$ cat src/rtl/ysyx_24110015_if_id_queue.sv
// Instruction queue between IFU and IDU: buffers {pc, inst, err} tuples
// with valid/ready handshakes and a one-cycle flush on redirect.
//
// Ports:
//   clk, rst (async, active-low), flush   - clock, reset, redirect
//   in_valid/in_ready, in_pc/in_inst/in_err       - push side (IFU)
//   out_valid/out_ready, out_pc/out_inst/out_err  - pop side (IDU)
//   count                                         - current occupancy
module ysyx_24110015_if_id_queue #(
    parameter int DEPTH = 2,
    parameter int AW    = 32,
    parameter int IW    = 32
) (
    input  logic                     clk,
    input  logic                     rst,
    input  logic                     flush,
    input  logic                     in_valid,
    input  logic [AW-1:0]            in_pc,
    input  logic [IW-1:0]            in_inst,
    input  logic                     in_err,
    output logic                     in_ready,
    output logic                     out_valid,
    output logic [AW-1:0]            out_pc,
    output logic [IW-1:0]            out_inst,
    output logic                     out_err,
    input  logic                     out_ready,
    output logic [$clog2(DEPTH):0]   count
);

    localparam int PW = $clog2(DEPTH);
    localparam int CW = PW + 1;
    localparam int EW = AW + IW + 1;
    localparam logic [CW-1:0] FULL = CW'(DEPTH);

    logic [EW-1:0] mem_q [DEPTH];
    logic [EW-1:0] mem_d [DEPTH];
    logic [PW-1:0] rd_ptr_q, rd_ptr_d;
    logic [PW-1:0] wr_ptr_q, wr_ptr_d;
    logic [CW-1:0] count_q, count_d;
    logic          push;
    logic          pop;

    assign in_ready  = (count_q != FULL);
    assign out_valid = (count_q != '0);
    assign push      = in_valid & in_ready & ~flush;
    assign pop       = out_valid & out_ready & ~flush;

    assign {out_pc, out_inst, out_err} = mem_q[rd_ptr_q];
    assign count = count_q;

    always_comb begin
        mem_d    = mem_q;
        rd_ptr_d = rd_ptr_q;
        wr_ptr_d = wr_ptr_q;
        count_d  = count_q;
        if (flush) begin
            rd_ptr_d = '0;
            wr_ptr_d = '0;
            count_d  = '0;
        end else begin
            if (push) begin
                mem_d[wr_ptr_q] = {in_pc, in_inst, in_err};
                wr_ptr_d        = wr_ptr_q + PW'(1);
            end
            if (pop) begin
                rd_ptr_d = rd_ptr_q + PW'(1);
            end
            unique case ({push, pop})
                2'b10:   count_d = count_q + CW'(1);
                2'b01:   count_d = count_q - CW'(1);
                default: count_d = count_q;
            endcase
        end
    end

    // Storage is cleared on reset so the head reads as zero afterwards.
    always_ff @(posedge clk or negedge rst) begin
        if (!rst) begin
            for (int i = 0; i < DEPTH; i++) begin
                mem_q[i] <= '0;
            end
            rd_ptr_q <= '0;
            wr_ptr_q <= '0;
            count_q  <= '0;
        end else begin
            for (int i = 0; i < DEPTH; i++) begin
                mem_q[i] <= mem_d[i];
            end
            rd_ptr_q <= rd_ptr_d;
            wr_ptr_q <= wr_ptr_d;
            count_q  <= count_d;
        end
    end

    logic [PW-1:0] ptr_diff;
    assign ptr_diff = wr_ptr_q - rd_ptr_q;

    a_no_push_full : assert property (
        @(posedge clk) disable iff (!rst) push |-> (count_q != FULL));
    a_no_pop_empty : assert property (
        @(posedge clk) disable iff (!rst) pop |-> (count_q != '0));
    a_count_ptrs : assert property (
        @(posedge clk) disable iff (!rst)
        (count_q == {1'b0, ptr_diff}) ||
        ((count_q == FULL) && (ptr_diff == '0)));

endmodule

$ cat config.mk
export PLATFORM = sky130hd
export DESIGN_NAME = ysyx_24110015_if_id_queue
export DESIGN_NICKNAME = d
export VERILOG_FILES = /design/src/rtl/ysyx_24110015_if_id_queue.sv
export SDC_FILE = /design/constraint.sdc
export NUM_CORES = 1
export LEC_CHECK = 0
export BUFFER_PORTS_ARGS = -buffer_cell sky130_fd_sc_hd__buf_2
export CAP_MARGIN = 20
export CORE_MARGIN = 2
export CORE_UTILIZATION = 38
export DETAILED_ROUTE_END_ITERATION = 10
export GPL_TIMING_DRIVEN = 0
export SLEW_MARGIN = 20
export SYNTH_ARGS = -nofsm -noshare
export SYNTH_HDL_FRONTEND = slang
export SYNTH_SLANG_ARGS = --single-unit
$ cat constraint.sdc
create_clock -name clk -period 1.7 [get_ports clk]
set_input_delay 0.085 -clock clk [delete_from_list [all_inputs] [get_ports clk]]
set_output_delay 0.085 -clock clk [all_outputs]
set_load 0.03 [all_outputs]
==> impl_metrics.env <==
export IMPL_outcome="finished, violations left"
export IMPL_violations="negative setup slack"
export IMPL_overflow=0
export IMPL_ys_ff_latch=134
export IMPL_max_freq_ghz=0.576
export IMPL_final_cell_mix="dfrtp_1, mux2_4, buf_2"
export IMPL_end_kind="primary output"
export IMPL_post_route_drc_count=0
export IMPL_peakVddDrop_mv=0.680
export IMPL_fin_crit_sh_pct=102
export IMPL_grt_pass1_wl_um=21500
export IMPL_htreeDepth=4
export IMPL_multi_input_area_sq_um=2750
export IMPL_synth_area_sq_um=5860
export IMPL_row_count=45
export IMPL_cts_sinks=134
export IMPL_synth_top_family_by_area="multiplexers"
export IMPL_hold_viol_final=0
export IMPL_fp_dieArea_sq_um=16400
export IMPL_drt_pass1_iter_count=4
export IMPL_ys_types=22
export IMPL_ys_warn_count=0
export IMPL_utilization_pct=61.6
export IMPL_leakage_nw=4.46
export IMPL_viasPerCell=4.80
export IMPL_timing_final_max_slew_violations=0
export IMPL_cp_arrival_ns=1.65
export IMPL_pin_count=139
export IMPL_drv_cap=0
export IMPL_final_seq_area_sq_um=3360
export IMPL_areaGrowthSynthToFinish_pct=59.1
export IMPL_tightest_slew_ns=0.439
export IMPL_finalSetupViolations=65
export IMPL_io_buffers=138
export IMPL_cts_tree="done"
export IMPL_core_area_sq_um=15100
export IMPL_gp_congestion=0.716
export IMPL_cts_root_buf="clkbuf_16"
export IMPL_skew_ns=0.00986
export IMPL_rsz0062_at_grt="yes"
export IMPL_drtAntennaViolNets=0
export IMPL_drive_above_1_share_pct=64.5
export IMPL_hpwl_um=8390
export IMPL_post_place_ws_ns=-0.257
export IMPL_cpMostUsedCell="clkbuf_16"
export IMPL_drt_iter0_drc=95
export IMPL_slew_headroom_pct=70.7
export IMPL_avgSynthCellArea_sq_um=15.8
export IMPL_fp_dieW_um=128
export IMPL_synth_nets=441
export IMPL_nets=690
export IMPL_worstPathMaxFanout=5
export IMPL_grt_pass1_vias=4348
export IMPL_antenna_found_initial=0
export IMPL_synth_compound_area_share_pct=0.768
export IMPL_ys_seq_area_share_pct=57.2
export IMPL_synthXorXnorAreaFrac_pct=0.149
export IMPL_top_usage_layer="met2"
export IMPL_cp_required_ns=1.62
export IMPL_clock_latency_ns=0.41
export IMPL_layout_cells_most_common="dfrtp_1"
export IMPL_fin_ws_ns=-0.0375
export IMPL_crit_slowest_cell="dfrtp_2"
export IMPL_vias=3943
export IMPL_holdCritPathClass="input pin to register"
export IMPL_die_h_um=128
export IMPL_instances_no_fill=821
export IMPL_worst_setup_path_type="register to primary output"
export IMPL_clk_pin_slew_ns=0.05
export IMPL_wire_per_inst_um=17.8
export IMPL_antenna_cells=0
export IMPL_synth_mux_area_fraction_pct=37.6
export IMPL_tns_ns=-0.988
export IMPL_synth_simple_area_share_pct=1.24
export IMPL_fill_cells=1141
export IMPL_cp_start_kind="register"
export IMPL_slowest_delay_ns=0.44
export IMPL_start_util_pct=38.7
export IMPL_wl_um=14600
export IMPL_total_power_mw=11.8
export IMPL_grtUsageMet2_pct=28.7
export IMPL_cts_max_path_buffers=2
export IMPL_post_place_cells=698
export IMPL_numCtsBuffers=17
export IMPL_track_usage_pct=16.8
export IMPL_gr_usage_met3_pct=6.64
export IMPL_crit_chain="clkbuf_16 -> clkbuf_16 -> mux2_4 -> buf_6"
export IMPL_syn_inst=371
export IMPL_grt_start_max_net_pins=80
export IMPL_p_per_area_nw_per_um2=1270
export IMPL_synth_adder_area_share_pct=0
export IMPL_use_met1_pct=19.5
export IMPL_period_needed_ns=1.74
==> sequential cells by signal (all words and copies together) (netlist names) <==
register,flops
mem_q,130
count,2
wr_ptr_q,1
rd_ptr_q,1
==> worst max-delay path: cells and delay by family, from the launching register on <==
kind                   cells  cell delay (ns)
buffers and inverters      3             0.50
DFF                        1             0.44
muxes                      1             0.30
==> report_power, final <==
group / total [mW] / switching [mW] / internal (mW) / leakage [nW]
registers: 4.39 / 0.413 / 3.98 / 1.60
clock network: 3.48 / 1.32 / 2.16 / 0.272
logic: 3.97 / 1.73 / 2.25 / 2.59
==> metal layers <==
metal,vias up,wire length (um)
li1,1841,-
met1,1990,6460
met2,97,7150
met3,15,851
met4,0,153
met5,-,0
==> kinds of logic after synthesis <==
family	Yosys count
and+or+nand+nor	9
AOI/OAI and AO/OA	8
buffers and inverters	23
xor gates and xnor gates	1
muxes	196
DFF	134
==> area by class of cell <==
cell class / count / share of cell area (%)
sequential: 134 / 36.0
multi-input combinational: 214 / 29.5
timing repair buffer: 230 / 21.9
clock buffer: 24 / 5.27
buffer: 21 / 3.95
tap: 188 / 2.52
clock inverter: 8 / 0.778
inverter: 2 / 0.0805
==> stage by stage <==
stage	area [sq um]	hold WS, ns
CTS	8550	0.00593
detailed placement	6830	0.0361
finish	9320	0.0319
global placement	6790	0.310
global route	9320	0.0283
floorplan	5860	-0.211
==> what timing repair did <==
| action | 4_1_cts | 5_1_grt |
|---|---|---|
| buffers inserted | 7 | 6 |
| pin swaps | 0 | 0 |
| cloned | 0 | 11 |
| resized for setup | 132 | 123 |
| endpoints found under the hold margin | 189 | 0 |
| hold buffers | 67 | 0 |
| endpoints found under the setup margin | 165 | 165 |
==> cell usage after synthesis, drive strengths merged <==
library cell / n / area share (%)
o211ai: 1 / 0.13
buf: 18 / 2.7
mux2i: 1 / 0.17
xor2: 1 / 0.15
a21o: 1 / 0.13
clkbuf: 3 / 0.19
or3: 1 / 0.11
nor4: 1 / 0.21
nor2: 1 / 0.064
nand3b: 1 / 0.13
or2: 2 / 0.21
nor2b: 1 / 0.23
o21ai: 2 / 0.17
nor3b: 1 / 0.13
dfrtp: 134 / 57
inv: 2 / 0.13
mux2: 195 / 37
a21oi: 4 / 0.34
nand4b: 1 / 0.15
==> final timing paths <==
check / cells past startpoint / end / from / slack [ns]
setup reg to reg: 7 / mem_q[34] / count[0] / -0.01
hold reg to reg: 1 / mem_q[75] / mem_q[75] / 0.48
min in group asynchronous: 2 / mem_q[98] / rst / 0.17
setup / recovery: 4 / out_inst[8] / rd_ptr_q / -0.04
hold / removal: 3 / count[1] / out_ready / 0.03
max in group asynchronous: 3 / rd_ptr_q / rst / 0.76
Power figures use the tool's default switching activity.
